### src/rtl/rf_write_arbiter_if.sv
// Write-port bundle between the two writeback requesters, the decoder and the register file.
// Latency: none; wiring only.
// Backpressure: each requester holds valid until it sees its ready; stall throttles the decoder.
interface rf_write_arbiter_if #(
  parameter int WORD_LENGTH = 8,
  parameter int REG_ADDR_W  = 2
);
  logic                   hold;
  logic                   req0_valid;
  logic [REG_ADDR_W-1:0]  req0_reg;
  logic [WORD_LENGTH-1:0] req0_data;
  logic                   req0_ready;
  logic                   req1_valid;
  logic [REG_ADDR_W-1:0]  req1_reg;
  logic [WORD_LENGTH-1:0] req1_data;
  logic                   req1_ready;
  logic [REG_ADDR_W-1:0]  write_reg;
  logic [WORD_LENGTH-1:0] write_data;
  logic                   write_reg_en;
  logic                   rd_valid;
  logic [REG_ADDR_W-1:0]  read_reg1;
  logic [REG_ADDR_W-1:0]  read_reg2;
  logic                   stall;
  logic                   last_grant;

  // Requester/decoder side: drives requests and reads, observes grants and the write port.
  modport master (
    output hold, req0_valid, req0_reg, req0_data, req1_valid, req1_reg, req1_data,
    output rd_valid, read_reg1, read_reg2,
    input  req0_ready, req1_ready, write_reg, write_data, write_reg_en, stall, last_grant
  );

  // Arbiter side.
  modport slave (
    input  hold, req0_valid, req0_reg, req0_data, req1_valid, req1_reg, req1_data,
    input  rd_valid, read_reg1, read_reg2,
    output req0_ready, req1_ready, write_reg, write_data, write_reg_en, stall, last_grant
  );
endinterface

### src/rtl/rf_write_arbiter.sv
// Round-robin arbiter sharing the register file's single write port between ALU and load writeback.
// Latency: a grant in cycle N drives write_* in cycle N+1; one write per cycle.
// Backpressure: ready is combinational per requester; hold blocks all grants; stall flags read-after-write hazards.
module rf_write_arbiter #(
  parameter int WORD_LENGTH = 8,
  parameter int REG_ADDR_W  = 2
) (
  input logic              clk,
  input logic              rst,
  rf_write_arbiter_if.slave bus
);

  typedef struct packed {
    logic [REG_ADDR_W-1:0]  rg;
    logic [WORD_LENGTH-1:0] dat;
  } wr_t;

  wr_t  wr_q;
  wr_t  wr_sel;
  logic wr_en_q;
  logic last_grant_q;
  logic grant0;
  logic grant1;

  // Pick the winner: a lone requester wins, on contention the one not granted last time wins.
  always_comb begin
    grant0 = 1'b0;
    grant1 = 1'b0;
    if (!rst && !bus.hold) begin
      grant0 = bus.req0_valid && (!bus.req1_valid || last_grant_q);
      grant1 = bus.req1_valid && (!bus.req0_valid || !last_grant_q);
    end
    wr_sel = grant1 ? wr_t'{rg: bus.req1_reg, dat: bus.req1_data}
                    : wr_t'{rg: bus.req0_reg, dat: bus.req0_data};
  end

  // Register the granted write; the enable is a one-cycle pulse, address/data hold between writes.
  always_ff @(posedge clk or posedge rst) begin
    if (rst) begin
      wr_q         <= '0;
      wr_en_q      <= 1'b0;
      last_grant_q <= 1'b1;
    end else if (grant0 || grant1) begin
      wr_q         <= wr_sel;
      wr_en_q      <= 1'b1;
      last_grant_q <= grant1;
    end else begin
      wr_en_q      <= 1'b0;
    end
  end

  assign bus.req0_ready   = grant0;
  assign bus.req1_ready   = grant1;
  assign bus.write_reg    = wr_q.rg;
  assign bus.write_data   = wr_q.dat;
  assign bus.write_reg_en = wr_en_q;
  assign bus.last_grant   = last_grant_q;
  // The write on the port this cycle is not yet visible to readers, so a matching source must wait one cycle.
  assign bus.stall        = !rst && bus.rd_valid && wr_en_q &&
                            (wr_q.rg == bus.read_reg1 || wr_q.rg == bus.read_reg2);

endmodule

### src/flat_wrapper.sv
// flat-port wrapper written by rule: the top's interface ports become plain ports
module rf_write_arbiter_flat 
#(
  parameter int WORD_LENGTH = 8,
  parameter int REG_ADDR_W  = 2
)
  (clk, rst, bus_hold, bus_req0_valid, bus_req0_reg, bus_req0_data, bus_req1_valid, bus_req1_reg, bus_req1_data, bus_rd_valid, bus_read_reg1, bus_read_reg2, bus_req0_ready, bus_req1_ready, bus_write_reg, bus_write_data, bus_write_reg_en, bus_stall, bus_last_grant);
  rf_write_arbiter_if #(.WORD_LENGTH(WORD_LENGTH), .REG_ADDR_W(REG_ADDR_W)) bus_i ();
  input logic clk;
  input logic rst;
  input wire logic [$bits(bus_i.hold)-1:0] bus_hold;
  input wire logic [$bits(bus_i.req0_valid)-1:0] bus_req0_valid;
  input wire logic [$bits(bus_i.req0_reg)-1:0] bus_req0_reg;
  input wire logic [$bits(bus_i.req0_data)-1:0] bus_req0_data;
  input wire logic [$bits(bus_i.req1_valid)-1:0] bus_req1_valid;
  input wire logic [$bits(bus_i.req1_reg)-1:0] bus_req1_reg;
  input wire logic [$bits(bus_i.req1_data)-1:0] bus_req1_data;
  input wire logic [$bits(bus_i.rd_valid)-1:0] bus_rd_valid;
  input wire logic [$bits(bus_i.read_reg1)-1:0] bus_read_reg1;
  input wire logic [$bits(bus_i.read_reg2)-1:0] bus_read_reg2;
  output wire logic [$bits(bus_i.req0_ready)-1:0] bus_req0_ready;
  output wire logic [$bits(bus_i.req1_ready)-1:0] bus_req1_ready;
  output wire logic [$bits(bus_i.write_reg)-1:0] bus_write_reg;
  output wire logic [$bits(bus_i.write_data)-1:0] bus_write_data;
  output wire logic [$bits(bus_i.write_reg_en)-1:0] bus_write_reg_en;
  output wire logic [$bits(bus_i.stall)-1:0] bus_stall;
  output wire logic [$bits(bus_i.last_grant)-1:0] bus_last_grant;
  assign bus_i.hold = bus_hold;
  assign bus_i.req0_valid = bus_req0_valid;
  assign bus_i.req0_reg = bus_req0_reg;
  assign bus_i.req0_data = bus_req0_data;
  assign bus_i.req1_valid = bus_req1_valid;
  assign bus_i.req1_reg = bus_req1_reg;
  assign bus_i.req1_data = bus_req1_data;
  assign bus_i.rd_valid = bus_rd_valid;
  assign bus_i.read_reg1 = bus_read_reg1;
  assign bus_i.read_reg2 = bus_read_reg2;
  assign bus_req0_ready = bus_i.req0_ready;
  assign bus_req1_ready = bus_i.req1_ready;
  assign bus_write_reg = bus_i.write_reg;
  assign bus_write_data = bus_i.write_data;
  assign bus_write_reg_en = bus_i.write_reg_en;
  assign bus_stall = bus_i.stall;
  assign bus_last_grant = bus_i.last_grant;
  rf_write_arbiter #(.WORD_LENGTH(WORD_LENGTH), .REG_ADDR_W(REG_ADDR_W)) u_core (.clk(clk), .rst(rst), .bus(bus_i));
endmodule
### config.mk
export PLATFORM = sky130hd
export DESIGN_NAME = rf_write_arbiter_flat
export DESIGN_NICKNAME = d
export VERILOG_FILES = /design/src/rtl/rf_write_arbiter_if.sv /design/src/rtl/rf_write_arbiter.sv /design/src/flat_wrapper.sv
export SDC_FILE = /design/constraint.sdc
export NUM_CORES = 1
export LEC_CHECK = 0
export BUFFER_PORTS_ARGS = -buffer_cell sky130_fd_sc_hd__buf_2
export CAP_MARGIN = 20
export CORE_MARGIN = 2
export CORE_UTILIZATION = 42
export DETAILED_ROUTE_END_ITERATION = 7
export GPL_TIMING_DRIVEN = 0
export PLACE_DENSITY = 0.82
export REMOVE_ABC_BUFFERS = 1
export SYNTH_ARGS = -nofsm -noshare
export SYNTH_HDL_FRONTEND = slang
export SYNTH_SLANG_ARGS = --single-unit
### constraint.sdc
create_clock -name clk -period 1.4 [get_ports clk]
set_input_delay 0.07 -clock clk [delete_from_list [all_inputs] [get_ports clk]]
set_output_delay 0.07 -clock clk [all_outputs]
set_load 0.01 [all_outputs]
==> results.py, run 1 <==
metrics = {
    "layout": {
        "area_delta_synth_final_pct": 44.2,
        "layout-drive-gt1-share": 0.535,
        "fin_cells": 154,
        "fin_area_sq_mm": 0.00109,
        "diodes": 0,
        "largest_reg_flops": 8,
        "layout.nets": 160,
    },
    "synthesis": {
        "ys_types": 22,
        "yosysTopAreaCell": "dfrtp_1",
        "synthTopCellsByArea": "dfrtp_1, o311ai_2, o21ai_1, nand3_1, inv_1",
        "synth_common_cells": "inv_1, dfrtp_1, o21ai_1",
        "synth_cells": 77,
        "ys.flop_type": "dfrtp_1",
        "async_flop_share": 1.00,
        "yosysSeqAreaShare": 0.397,
        "synth_warnings": 0,
        "synth.avg_cell_area_sq_um": 9.86,
        "yosysMostFrequentCell": "inv_1",
        "synth_top_area_share": 0.362,
        "synth.ff_latch_count": 12,
        "synth-edff-count": 0,
        "synth_area_sq_um": 759,
    },
    "sta": {
        "period_minus_slack_ps": 1370,
        "setup_violations": 0,
        "hold_viol_final": 0,
        "maxSlewViolCount": 0,
        "clock_skew_ps": 1.71,
        "setup_ws_ps": 26.5,
        "tightest_slew_ps": 1120,
        "slew_headroom": 0.251,
        "fmax_mhz": 728,
        "period_share": 0.981,
        "rsz0062_at_grt": "true",
    },
    "placement": {
        "dp.final_hpwl_microns": 1340,
        "dpl-instance-area_sq_um": 972,
        "preCtsSetupSlack_ps": -95.0,
        "port_buffers": 44,
        "place.gp.congestion": 0.680,
        "dp_cells": 141,
    },
    "pwr": {
        "leakage_nw": 0.559,
        "power.density_mw_per_mm2": 1020,
        "p_comb_frac": 0.342,
        "p_total_w": 0.00112,
        "switching_share": 0.316,
        "irDropWorstVdd_uv": 629,
        "clkPwrFrac": 0.248,
        "sequentialPowerShare": 0.410,
        "switching_power_w": 0.000353,
        "intPower_w": 0.000765,
    },
    "setup_path": {
        "required_ps": 1330,
        "r2r-start": "u_core.bus.last_grant$_DFFE_PP1P_",
        "reg2reg_to": "u_core.bus.write_data[3]$_DFFE_PP0P_",
        "crit_fanout": 4,
        "ff2ff_path_depth": 4,
        "r2r_setup_slack_ps": 60,
        "cp-start-kind": "flip-flop",
        "critPathArrivalTime_ps": 1300,
        "path_class": "flip-flop to primary output",
        "endpoint": "bus_stall",
        "critPathCaptureType": "primary output",
        "critPathLaunch": "u_core.bus.write_reg[1]$_DFFE_PP0P_",
    },
    "clock_tree": {
        "clockRootBuffer": "clkbuf_4",
        "path_clk_slew_ps": 80,
        "insertion_delay_ps": 260,
        "clock_sinks": 12,
        "tritoncts": "yes",
        "htreeDepth": 1,
        "cts_buffers": 3,
        "clk_path_buf_depth": 2,
    },
    "flow_run": {
        "maxCapViolations": 0,
    },
    "floorplan": {
        "coreArea_sq_mm": 0.00171,
        "die_w_microns": 46.5,
        "die_area_sq_mm": 0.00216,
        "fp-row-count": 15,
        "pin_count": 45,
        "start_util": 0.445,
        "die_y_microns": 46.5,
    },
    "drt": {
        "vias": 773,
        "dr.pass1.iters": 4,
        "wl_per_cell_microns": 12.3,
        "drc": 0,
        "drt_iter0_drc": 5,
        "postRouteWirelength_microns": 1890,
        "ant_nets": 0,
        "viasPerCell": 5.02,
    },
    "global_routing": {
        "grt_antenna_before_repair": 0,
        "grt_max_degree": 13,
        "grt_pass1_wl_microns": 2920,
        "track_usage": 0.186,
        "grt_overflow_total": 0,
        "grt_pass1_vias": 697,
    },
    "outcome": {
        "status": "completed",
    },
    "hold_path": {
        "holdPathStages": 2,
        "min_path_type": "input pin to flip-flop",
    },
}
worst max-delay path: stages (launching register included):
cell and delay, ps:
dfrtp_1 430, xor2_1 160, o22ai_1 150, and4_1 190, buf_2 130
worst min path at each step:
stage / startpoint / endpoint / slack (ps)
finish: bus_req0_valid / u_core.bus.last_grant$_DFFE_PP1P_ / 40
global route: bus_req0_valid / u_core.bus.last_grant$_DFFE_PP1P_ / 50
CTS: bus_req0_valid / u_core.bus.last_grant$_DFFE_PP1P_ / 30
detailed placement: rst / u_core.bus.write_data[7]$_DFFE_PP0P_ / 150
global placement: rst / u_core.bus.write_data[1]$_DFFE_PP0P_ / 140
floorplan: rst / u_core.bus.write_data[0]$_DFFE_PP0P_ / -60
layout by cell type, fill, tap and decap left out:
cell type      netlist  layout
dlygate4sd3_1        0       2
and2_4               1       1
o311ai_1             1       1
and4_1               1       1
clkbuf_8             0       1
buf_2                1      44
o22ai_1              1       1
dfstp_2              1       1
o21ai_1             11      11
clkbuf_4             0       3
a21oi_1              1       1
o311ai_2             9       9
nor2_2               1       1
inv_1               13      13
or2_1                1       1
nor2_1               2       2
a31oi_1              1       1
xor2_1               4       4
nor3b_4              0       1
nand2_4              0       1
nand3_1             10      10
nand2_1              2       1
dfrtp_1             11      11
buf_4                1       7
logic make-up (layout without fill, tap and decap cells):
group	Yosys count	after routing	share of synthesized area
buffers and inverters	18	70	0.115
AO/OA/AOI/OAI	24	24	0.300
AND/OR/NAND/NOR	19	19	0.142
XOR/XNOR	4	4	0.0461
flip-flops	12	12	0.397
timing repair:
item / CTS / global route
gates resized for setup: 2 / 1
setup buffers: 3 / 4
endpoints found under the hold margin: 11 / 0
hold buffers: 2 / 0
endpoints found under the setup margin: 12 / 10
pin swaps: 3 / 1
power groups by stage:
stage	clock network, W	registers [W]	logic, W
floorplan	0	0.000488	0.000169
global placement	0	0.000457	0.000327
detailed placement	0	0.000462	0.000336
CTS	0.000278	0.000458	0.000356
global route	0.000294	0.000468	0.000424
finish	0.000277	0.000458	0.000382
metrics by stage:
step | hold WS (ps) | TNS [ps] | utilization
2_1_floorplan | -60.8 | 0 | -
3_3_place_gp | 135 | -488 | 0.569
3_5_place_dp | 145 | -862 | 0.569
4_1_cts | 32.1 | 0 | 0.620
5_1_grt | 54.1 | -49.1 | 0.641
6_report | 38.3 | 0 | 0.641
cell type report:
cell class	count	area [sq um]
fill	142	613
inverter	13	48.8
sequential	12	302
timing repair buffer	53	293
multi-input combinational	47	384
clock buffer	4	36.3
tap	25	31.3
per-layer routing:
metal  wire [microns]  global-route usage
met5                0                   0
met4                6              0.0343
met3              122              0.0314
met2              989               0.344
met1              773               0.223
Power figures use the tool's default switching activity.
==> inputs of run 2 (changes only) <==
CORE_UTILIZATION = 44   (was 42)
CTS_BUF_LIST = sky130_fd_sc_hd__clkbuf_2   (was not set)
PLACE_DENSITY = 0.85   (was 0.82)
==> run 2 against run 1 <==
The run now ends with negative setup slack left. Non-clock buffer count stayed put. Die area shrank 4.2%. Via count is 1.9% higher. Global-route usage rose by 0.67 points. Sequential cell count did not move. Hold slack improved by 5.5 ps. Clock skew is 12 ps higher. Wire length rose by 8.3%. Combinational power decreased by 1%. Count of clock-buffer cells in the layout unchanged. Sequential share of layout area rose by 0.61 points. Critical endpoint unchanged. Largest power group unchanged.
==> results.py, run 2 (synthesis gave the netlist of run 1 again) <==
metrics = {
    "sta": {
        "setup_ws_ps": -8.93,
        "rsz0062_at_grt": "true",
        "period_share": 1.01,
        "period_minus_slack_ps": 1410,
        "setup_violations": 1,
        "maxSlewViolCount": 0,
        "tightest_slew_ps": 690,
        "hold_viol_final": 0,
        "fmax_mhz": 710,
        "worst_hold_slack_ps": 43.8,
        "slew_headroom": 0.538,
        "clock_skew_ps": 13.7,
    },
    "clock_tree": {
        "path_clk_slew_ps": 130,
        "clockRootBuffer": "clkbuf_2",
        "cts_buffers": 3,
        "clock_sinks": 12,
        "insertion_delay_ps": 270,
        "tritoncts": "yes",
        "clk_path_buf_depth": 2,
        "htreeDepth": 1,
    },
    "setup_path": {
        "slowest_delay_ps": 440,
        "critPathCaptureType": "primary output",
        "path_cells": "xor2_1 > o22ai_1 > and4_1 > buf_2",
        "critPathArrivalTime_ps": 1340,
        "crit_path_top_delay_cell": "dfrtp_1",
        "path_class": "flip-flop to primary output",
        "cp-start-kind": "flip-flop",
        "required_ps": 1330,
        "crit_fanout": 4,
    },
    "floorplan": {
        "coreArea_sq_mm": 0.00167,
        "fp-row-count": 15,
        "die_area_sq_mm": 0.00207,
        "die_w_microns": 45.5,
        "start_util": 0.455,
        "pin_count": 45,
        "die_y_microns": 45.5,
    },
    "outcome": {
        "status": "finished with violations",
        "failed_checks": "negative setup slack",
    },
    "global_routing": {
        "track_usage": 0.193,
        "grt_antenna_before_repair": 0,
        "grt_pass1_vias": 724,
        "grt_max_degree": 13,
        "grt_overflow_total": 0,
        "grt_pass1_wl_microns": 2900,
    },
    "drt": {
        "dr.pass1.iters": 4,
        "postRouteWirelength_microns": 2050,
        "vias": 788,
        "drc": 0,
        "ant_nets": 0,
        "viasPerCell": 5.40,
        "wl_per_cell_microns": 14.0,
        "drt_iter0_drc": 18,
    },
    "layout": {
        "final_common_cell": "buf_2",
        "layout.nets": 160,
        "utilization": 0.641,
        "final_cell_mix": "buf_2, inv_1, o21ai_1, dfrtp_1, nand3_1",
        "fin_cells": 146,
        "fin_area_sq_mm": 0.00107,
        "diodes": 0,
        "area_delta_synth_final_pct": 41.0,
        "fillers": 142,
        "largest_reg_flops": 8,
        "layout-drive-gt1-share": 0.535,
    },
    "pwr": {
        "leakage_nw": 0.565,
        "power.density_mw_per_mm2": 958,
        "irDropWorstVdd_uv": 404,
        "p_total_w": 0.00103,
    },
    "placement": {
        "port_buffers": 44,
        "dp_cells": 133,
        "dpl-instance-area_sq_um": 962,
        "dp.final_hpwl_microns": 1380,
        "place.gp.congestion": 0.715,
    },
    "flow_run": {
        "maxCapViolations": 0,
    },
    "hold_path": {
        "min_path_type": "input pin to flip-flop",
    },
}
## run 2: cell types whose count changed in the layout (fill, tap and decap cells not counted), sizes merged
cell          previous run  this run
dlygate4sd3              2         1
dlymetal6s4s             0         1
## run 2: metal layers
metal  routed length (microns)  track usage  vias up
met3                       127       0.0198        6
met5                         0            0        -
met4                        49        0.118        0
met2                      1080        0.321       35
li1                          -            -      382
met1                       793        0.236      365
## run 2: timing repair
action	4_1_cts	5_1_grt
endpoints found under the setup margin	12	17
resized for setup	2	2
hold endpoints to repair	11	0
setup buffers	4	2
hold buffers	2	0
pin swaps	3	4
## run 2: area by class of cell
type	instances	area (sq um)	share of cell area
Clock buffer	4	20.0	0.0187
Inverter	13	48.8	0.0456
Multi-Input combinational cell	47	384	0.359
Sequential cell	12	302	0.282
Tap cell	17	21.3	0.0199
Timing Repair Buffer	53	295	0.276
## run 2: worst paths after layout
kind                                                      startpoint                              endpoint  slack [ps]  cells after the start
worst max-delay path             u_core.bus.write_reg[0]$_DFFE_PP0P_                             bus_stall          -9                      4
worst min-delay path                                bus_req1_data[0]  u_core.bus.write_data[0]$_DFFE_PP0P_          40                      3
worst max register to register     u_core.bus.last_grant$_DFFE_PP1P_  u_core.bus.write_data[2]$_DFFE_PP0P_         120                      4
worst min register to register  u_core.bus.write_data[0]$_DFFE_PP0P_  u_core.bus.write_data[0]$_DFFE_PP0P_         510                      2
max in group asynchronous                                        rst     u_core.bus.write_reg_en$_DFF_PP0_         400                      4
min in group asynchronous                                        rst     u_core.bus.last_grant$_DFFE_PP1P_         440                      3
## run 2: through the flow
| step | setup slack [ps] | setup TNS [ps] |
|---|---|---|
| after global routing | -119 | -119 |
| after detailed placement | -116 | -1160 |
| after CTS | -48.5 | -48.5 |
| final | -8.93 | -8.93 |
| after floorplan | 75.3 | 0 |
| after global placement | -74.0 | -721 |
## run 2: power breakdown
group / internal (W) / switching [W]
clock network: 0.0000757 / 0.000118
logic: 0.000186 / 0.000193
registers: 0.000412 / 0.0000423
total: 0.000673 / 0.000353
## run 2: worst max-delay path, delay by kind of cell, from the launching register on
kind / cells / cell delay, ps
simple gates: 1 / 200
flops: 1 / 440
compound gates: 1 / 150
buf+inv: 1 / 120
xor+xnor: 1 / 160
==> inputs of run 3 (changes only) <==
SETUP_SLACK_MARGIN = 0.3   (was not set)
SKIP_CTS_REPAIR_TIMING = 1   (was not set)
==> run 3 against run 2 <==
The run still ends with negative setup slack left. Hold slack barely moved. Sequential cell count did not move. Combinational power is 16% higher. Clock skew grew 5.5 ps. Total power rose by 6.7%. Critical path depth unchanged. Critical endpoint is now bus_req1_ready. Largest power group unchanged. Highest routed layer unchanged.
==> results.py, run 3 (synthesis gave the netlist of run 1 again) <==
metrics = {
    "global_routing": {
        "grt_overflow_total": 0,
        "track_usage": 0.182,
        "grt_pass1_vias": 715,
        "grt_pass1_wl_microns": 2760,
        "grt_antenna_before_repair": 0,
        "grt_max_degree": 14,
    },
    "pwr": {
        "leakage_nw": 0.581,
        "irDropWorstVdd_uv": 448,
        "power.density_mw_per_mm2": 946,
    },
    "setup_path": {
        "cp-start-kind": "input pin",
        "r2r_setup_slack_ps": 90,
        "ff2ff_path_depth": 4,
        "path_class": "input pin to primary output",
        "critPathCaptureType": "primary output",
        "required_ps": 1330,
        "r2r-start": "u_core.bus.last_grant$_DFFE_PP1P_",
        "reg2reg_to": "u_core.bus.write_data[7]$_DFFE_PP0P_",
        "crit_fanout": 12,
        "critPathArrivalTime_ps": 1380,
    },
    "clock_tree": {
        "cts_buffers": 3,
        "clockRootBuffer": "clkbuf_2",
        "htreeDepth": 1,
        "clock_sinks": 12,
        "insertion_delay_ps": 270,
        "path_clk_slew_ps": 110,
        "tritoncts": "yes",
        "clk_path_buf_depth": 2,
    },
    "floorplan": {
        "die_w_microns": 45.5,
        "coreArea_sq_mm": 0.00167,
        "pin_count": 45,
        "die_area_sq_mm": 0.00207,
        "die_y_microns": 45.5,
        "start_util": 0.455,
        "fp-row-count": 15,
    },
    "layout": {
        "fin_cells": 148,
        "layout-drive-gt1-share": 0.573,
        "area_delta_synth_final_pct": 52.4,
        "layout.nets": 162,
        "fin_area_sq_mm": 0.00116,
        "diodes": 0,
        "final_cell_mix": "buf_2, inv_1, o21ai_1, dfrtp_1, nand3_1",
        "largest_reg_flops": 8,
        "final_common_cell": "buf_2",
        "utilization": 0.693,
    },
    "sta": {
        "fmax_mhz": 688,
        "setup_ws_ps": -53.8,
        "clock_skew_ps": 19.2,
        "slew_headroom": 0.446,
        "rsz0062_at_grt": "true",
        "tns_ps": -76.2,
        "period_share": 1.04,
        "period_minus_slack_ps": 1450,
        "setup_violations": 2,
        "tightest_slew_ps": 827,
        "maxSlewViolCount": 0,
        "hold_viol_final": 0,
    },
    "drt": {
        "ant_nets": 0,
        "drc": 0,
        "drt_iter0_drc": 11,
        "postRouteWirelength_microns": 2220,
        "vias": 818,
        "viasPerCell": 5.53,
        "wl_per_cell_microns": 15.0,
        "dr.pass1.iters": 4,
    },
    "hold_path": {
        "min_path_type": "input pin to flip-flop",
        "whs_endpoint": "u_core.bus.last_grant$_DFFE_PP1P_",
        "min_from": "bus_req0_valid",
        "holdPathStages": 2,
    },
    "placement": {
        "preCtsSetupSlack_ps": -116,
        "port_buffers": 44,
        "dp_cells": 133,
        "dpl-instance-area_sq_um": 962,
        "dp.final_hpwl_microns": 1380,
        "place.gp.congestion": 0.715,
    },
    "outcome": {
        "status": "finished with violations",
        "failed_checks": "negative setup slack",
    },
    "flow_run": {
        "maxCapViolations": 0,
    },
}
==> run 3: cell type report <==
| cell class | instances | area [sq um] |
|---|---|---|
| flip-flops and latches | 12 | 302 |
| fillers | 128 | 513 |
| multi-input cells | 47 | 444 |
| clock buffers | 4 | 20.0 |
| repair buffers | 55 | 322 |
| well taps | 17 | 21.3 |
| inverters | 13 | 48.8 |
==> run 3: metrics by stage <==
step / hold WS (ps) / total power, W
floorplan: -60.8 / 0.000657
global placement: 135 / 0.000786
detailed placement: 153 / 0.000801
CTS: -165 / 0.000993
global route: 40.3 / 0.00115
finish: 44.3 / 0.00110
==> run 3: how the worst max path moves through the flow <==
stage / cells after the start / slack, ps / end / from
detailed placement: 4 / -120 / u_core.bus.write_data[3]$_DFFE_PP0P_ / rst
global placement: 4 / -70 / u_core.bus.write_data[0]$_DFFE_PP0P_ / rst
CTS: 3 / -240 / bus_req1_ready / u_core.bus.last_grant$_DFFE_PP1P_
global route: 4 / -110 / bus_stall / u_core.bus.write_reg[0]$_DFFE_PP0P_
finish: 4 / -50 / bus_req1_ready / rst
floorplan: 3 / 80 / u_core.bus.write_data[0]$_DFFE_PP0P_ / u_core.bus.last_grant$_DFFE_PP1P_
==> run 3: worst max-delay path: stages <==
cell and delay [ps]:
buf_2 120, nor3b_2 690, and2_4 350, buf_2 150
==> run 3: where the power goes <==
| group | internal (W) | total [W] | switching, W | leakage (nW) |
|---|---|---|---|---|
| Combinational | 0.000220 | 0.000440 | 0.000220 | 0.422 |
| Sequential | 0.000412 | 0.000458 | 0.0000465 | 0.142 |
| Clock | 0.0000758 | 0.000197 | 0.000121 | 0.0166 |
| Total | 0.000708 | 0.00110 | 0.000387 | 0.581 |
==> run 3: layer usage <==
| metal | track usage | up-vias | share of wire |
|---|---|---|---|
| met2 | 0.313 | 37 | 0.51 |
| met3 | 0.0198 | 8 | 0.073 |
| met4 | 0.100 | 0 | 0.029 |
| met5 | 0 | - | 0 |
| met1 | 0.218 | 388 | 0.38 |
| li1 | - | 385 | - |
